$ cat config.mk
export PLATFORM = sky130hd
export DESIGN_NAME = memory_arbiter
export DESIGN_NICKNAME = d
export VERILOG_FILES = /design/src/rtl/memory_arbiter.sv
export SDC_FILE = /design/constraint.sdc
export NUM_CORES = 1
export LEC_CHECK = 0
export CORE_UTILIZATION = 25
export DETAILED_ROUTE_END_ITERATION = 10
export GPL_ROUTABILITY_DRIVEN = 1
export PLACE_DENSITY_LB_ADDON = 0.1
export SETUP_SLACK_MARGIN = 0.2
export SLEW_MARGIN = 20
export SYNTH_ARGS = -nofsm -noshare
export SYNTH_HDL_FRONTEND = slang
export SYNTH_SLANG_ARGS = --single-unit
$ cat constraint.sdc
create_clock -name CLK -period 2.76 [get_ports CLK]
set_input_delay 0.552 -clock CLK [delete_from_list [all_inputs] [get_ports CLK]]
set_output_delay 0.552 -clock CLK [all_outputs]
set_load 0.03 [all_outputs]
$ cat src/rtl/memory_arbiter.sv
// Serialises instruction-fetch and data requests onto one single-ported RAM,
// returning registered ihit/dhit pulses with load data. Data wins unless it starves fetch.
module memory_arbiter #(
    parameter int unsigned AW          = 32,
    parameter int unsigned DW          = 32,
    parameter int unsigned MAX_DSTREAK = 4
) (
    input  logic          CLK,
    input  logic          RST,
    input  logic          iREN,
    input  logic [AW-1:0] iaddr,
    input  logic          dREN,
    input  logic          dWEN,
    input  logic [AW-1:0] daddr,
    input  logic [DW-1:0] dstore,
    output logic          ihit,
    output logic          dhit,
    output logic [DW-1:0] iload,
    output logic [DW-1:0] dload,
    output logic          ramREN,
    output logic          ramWEN,
    output logic [AW-1:0] ramaddr,
    output logic [DW-1:0] ramstore,
    input  logic [DW-1:0] ramload,
    input  logic          ramrdy
);

    localparam int unsigned SW = $clog2(MAX_DSTREAK + 1);

    typedef enum logic [2:0] {
        IDLE = 3'd0,
        IACC = 3'd1,
        DACC = 3'd2,
        IHIT = 3'd3,
        DHIT = 3'd4
    } state_e;

    state_e        state_q, state_d;
    logic          ihit_q, ihit_d;
    logic          dhit_q, dhit_d;
    logic          ramren_q, ramren_d;
    logic          ramwen_q, ramwen_d;
    logic [AW-1:0] ramaddr_q, ramaddr_d;
    logic [DW-1:0] ramstore_q, ramstore_d;
    logic [DW-1:0] iload_q, iload_d;
    logic [DW-1:0] dload_q, dload_d;
    logic [SW-1:0] streak_q, streak_d;
    logic          dwr_q, dwr_d;
    logic          dgrant;

    // Data goes first unless fetch is pending and data has already won MAX_DSTREAK times
    assign dgrant = (dREN | dWEN) & ((streak_q < SW'(MAX_DSTREAK)) | ~iREN);

    always_ff @(posedge CLK) begin
        if (RST) begin
            state_q    <= IDLE;
            ihit_q     <= 1'b0;
            dhit_q     <= 1'b0;
            ramren_q   <= 1'b0;
            ramwen_q   <= 1'b0;
            ramaddr_q  <= '0;
            ramstore_q <= '0;
            iload_q    <= '0;
            dload_q    <= '0;
            streak_q   <= '0;
            dwr_q      <= 1'b0;
        end else begin
            state_q    <= state_d;
            ihit_q     <= ihit_d;
            dhit_q     <= dhit_d;
            ramren_q   <= ramren_d;
            ramwen_q   <= ramwen_d;
            ramaddr_q  <= ramaddr_d;
            ramstore_q <= ramstore_d;
            iload_q    <= iload_d;
            dload_q    <= dload_d;
            streak_q   <= streak_d;
            dwr_q      <= dwr_d;
        end
    end

    always_comb begin
        state_d = state_q;
        unique case (state_q)
            IDLE: begin
                if (dgrant)    state_d = DACC;
                else if (iREN) state_d = IACC;
            end
            IACC:       if (ramrdy) state_d = IHIT;
            DACC:       if (ramrdy) state_d = DHIT;
            IHIT, DHIT: state_d = IDLE;
            default:    state_d = IDLE;
        endcase
    end

    // Registered outputs: strobes/latches set on grant, hit and load captured on ramrdy
    always_comb begin
        ihit_d     = 1'b0;
        dhit_d     = 1'b0;
        ramren_d   = ramren_q;
        ramwen_d   = ramwen_q;
        ramaddr_d  = ramaddr_q;
        ramstore_d = ramstore_q;
        iload_d    = iload_q;
        dload_d    = dload_q;
        streak_d   = streak_q;
        dwr_d      = dwr_q;
        unique case (state_q)
            IDLE: begin
                if (dgrant) begin
                    ramaddr_d  = daddr;
                    ramstore_d = dstore;
                    ramwen_d   = dWEN;
                    ramren_d   = ~dWEN;
                    dwr_d      = dWEN;
                    if (iREN && (streak_q != SW'(MAX_DSTREAK)))
                        streak_d = streak_q + SW'(1);
                end else if (iREN) begin
                    ramaddr_d = iaddr;
                    ramren_d  = 1'b1;
                    ramwen_d  = 1'b0;
                    streak_d  = '0;
                end
            end
            IACC: begin
                if (ramrdy) begin
                    ramren_d = 1'b0;
                    ramwen_d = 1'b0;
                    iload_d  = ramload;
                    ihit_d   = 1'b1;
                end
            end
            DACC: begin
                if (ramrdy) begin
                    ramren_d = 1'b0;
                    ramwen_d = 1'b0;
                    dhit_d   = 1'b1;
                    if (!dwr_q) dload_d = ramload;
                end
            end
            default: ;
        endcase
    end

    assign ihit     = ihit_q;
    assign dhit     = dhit_q;
    assign ramREN   = ramren_q;
    assign ramWEN   = ramwen_q;
    assign ramaddr  = ramaddr_q;
    assign ramstore = ramstore_q;
    assign iload    = iload_q;
    assign dload    = dload_q;

endmodule
==> impl_metrics.env <==
export IMPL_crit_required_ns=2.21
export IMPL_intPower_mw=4.068
export IMPL_p_switching_mw=1.859
export IMPL_startpoint_type="flip-flop"
export IMPL_synth_warnings=0
export IMPL_p_comb_share_pct=24.3
export IMPL_grt_pass1_vias=5696
export IMPL_core_area_um2=22030
export IMPL_mostFrequentLayoutCells="clkdlybuf4s50_1 (264), dfxtp_1 (139), nand2_1 (133)"
export IMPL_mostFrequentLayoutCell="clkdlybuf4s50_1"
export IMPL_die_h_um=152.8
export IMPL_fin_nets=1046
export IMPL_p_clk_share_pct=37.8
export IMPL_avgRoutedWirePerCell_um=16.47
export IMPL_worst_path_buf_inv=1
export IMPL_grt_pass1_wl_um=31310
export IMPL_relSlewSlack_pct=49.57
export IMPL_fin_ws_ns=0.7235
export IMPL_place_hpwl_um=12690
export IMPL_cts_root_buf="clkbuf_16"
export IMPL_n_fill_cell=2258
export IMPL_crit_slowest_cell="clkdlybuf4s50_1"
export IMPL_yosysTopAreaCell="dfxtp_1"
export IMPL_violations="design-rule violations"
export IMPL_report_final_setup_viol=0
export IMPL_rsz0062_at_grt="false"
export IMPL_die_width_um=152.8
export IMPL_gp_congestion=0.7019
export IMPL_hold_viol=0
export IMPL_netSwitchingFraction_pct=31.37
export IMPL_synth_top_area_share_pct=48.97
export IMPL_cts_setup_buffers=0
export IMPL_fin_crit_sh_pct=73.79
export IMPL_clk_pin_slew_ns=0.06
export IMPL_synthTopCellsByArea="dfxtp_1 (49%), a21oi_1 (12%), nand2_1 (8.8%), a311oi_2 (7.9%), nand3_1 (5.6%)"
export IMPL_place_ws_ns=0.3979
export IMPL_io_buffers=265
export IMPL_worstPathArrival_ns=1.48
export IMPL_drv_slew=0
export IMPL_drive_above_1_share_pct=10.08
export IMPL_grt_util_all_layers_pct=16.88
export IMPL_crit_path_cell_trace="clkdlybuf4s50_1"
export IMPL_syn_nets=814
export IMPL_io_pins=266
export IMPL_hold_ws_ns=0.4520
export IMPL_finalClockSkew_ns=0.01252
export IMPL_dp_cells=1171
export IMPL_grt_max_degree=67
export IMPL_clk_latency_ns=0.42
export IMPL_min_period_ns=2.037
export IMPL_tritoncts="done"
export IMPL_hold_class="reg2reg"
export IMPL_routed_wl_um=19810
export IMPL_power_leakage_nw=3.158
export IMPL_cts_buffer_depth=2
export IMPL_worst_path_max_fanout=3
export IMPL_drv_cap=0
export IMPL_vdd_drop_max_v=0.0003554
export IMPL_fin_cells=1203
export IMPL_synthCells=678
export IMPL_tightestPinTransition_ns=0.7565
export IMPL_syn_area_um2=5683
export IMPL_cp_top_family="buffers and inverters"
export IMPL_drc=16
export IMPL_antennaDiodeCount=0
export IMPL_via_count=5674
export IMPL_via_per_inst=4.717
export IMPL_synth_area_per_cell_um2=8.382
export IMPL_max_freq_ghz=0.4910
export IMPL_area_delta_synth_final_pct=61.98
export IMPL_numCtsBuffers=17
export IMPL_dr_pass1_iters=7
export IMPL_drtIter0Drc=224
export IMPL_htreeDepth=4
export IMPL_start_util_pct=25.80
export IMPL_end_kind="output pin"
export IMPL_status="finished with violations"
export IMPL_overflow=0
export IMPL_tns_ns=0
export IMPL_num_rows=54
export IMPL_power_density_nw_per_um2=643.8
export IMPL_detail_route_antenna_nets=0
export IMPL_power_frac_seq_pct=37.9
export IMPL_slowest_delay_ns=0.73
export IMPL_synth_seq_cells=139
export IMPL_antenna_found_initial=0
export IMPL_hold_buffers=0
export IMPL_die_area_um2=23340
export IMPL_ys_seq_area_share_pct=48.97
export IMPL_postCtsResizedCells=0
export IMPL_synth_cell_types=36
export IMPL_numClockSinks=139
export IMPL_criticalPathCategory="reg2out"
[synthesized netlist by cell type]
master     number
buf_1           2
nand4b_1        1
inv_1           6
ha_1            2
nand3_1        64
nor3_2          1
buf_2          17
clkbuf_1       48
a221oi_1        1
nor4bb_1        2
buf_6           4
and2_1          1
a32oi_1         1
nand2b_1        1
o221ai_1        1
o21ai_1        14
o221a_2         1
xor2_1          1
a21oi_1       132
nand4_1         1
and4_1          2
nand2_1       133
or4b_4          1
nor3_1          1
a311oi_2       30
a2bb2oi_1       1
buf_4           2
a311oi_1        2
o2bb2ai_1       1
or3_1           3
nor2_1          4
a31oi_1         2
o21ai_0        53
dfxtp_1       139
nand4bb_1       2
a221o_1         1
[state kept, by name, indices dropped and copies added (netlist names)]
| signal | cells |
|---|---|
| dload | 32 |
| iload | 32 |
| ramaddr | 32 |
| ramstore | 32 |
| state_q | 3 |
| streak_q | 3 |
| dhit | 1 |
| dwr_q | 1 |
| ihit | 1 |
| ramREN | 1 |
| ramWEN | 1 |
[power groups by stage]
stage / clock network [mW] / logic (mW) / registers (mW)
floorplan: 0 / 0.519 / 2.57
global placement: 0 / 1.46 / 2.29
detailed placement: 0 / 1.45 / 2.29
CTS: 2.32 / 1.46 / 2.25
global route: 2.40 / 1.55 / 2.27
finish: 2.24 / 1.44 / 2.25
[routing by layer]
layer  vias up  wire (µm)  global-route usage (%)
li1       2854          -                       -
met1      2627       8773                   21.01
met2       180       9045                   26.91
met3        13       1830                   6.883
met4         0        163                   4.281
met5         -          0                       0
[area by class of cell]
cell class	instances	area, µm²	area share [%]
multi-input combinational	460	2620	28.46
tap	280	350.3	3.806
clock buffer	18	439.2	4.771
clock inverter	14	132.6	1.441
inverter	6	22.52	0.2447
timing repair buffer	286	2858	31.05
sequential	139	2783	30.23
[stage by stage]
step           area (µm²)  util, %  power [mW]
3_3_place_gp         8632    39.19       3.744
3_5_place_dp         8633    39.20       3.741
6_report             9205    41.79       5.927
2_1_floorplan        5683        -       3.087
5_1_grt              9205    41.79       6.210
4_1_cts              9205    41.79       6.028
[path summary, 6_finish.rpt]
path              start    endpoint  slack, ns  depth (start not counted)
max              ramWEN      ramWEN       0.72                          1
min           iload[20]   iload[20]       0.45                          2
max reg2reg  state_q[2]  ramaddr[8]       0.78                          4
min reg2reg   iload[20]   iload[20]       0.45                          2
[cells by family (layout without fill, tap and decap cells)]
| logic type | Yosys count | count (layout) | share of synthesized area, % |
|---|---|---|---|
| buf+inv | 79 | 324 | 6.253 |
| xor+xnor | 1 | 1 | 0.1541 |
| compound gates | 240 | 240 | 27.12 |
| flops | 139 | 139 | 48.97 |
| fa+ha+maj | 2 | 2 | 0.4403 |
| simple gates | 217 | 217 | 17.06 |
Note: power is estimated with default switching activity, not from simulation.
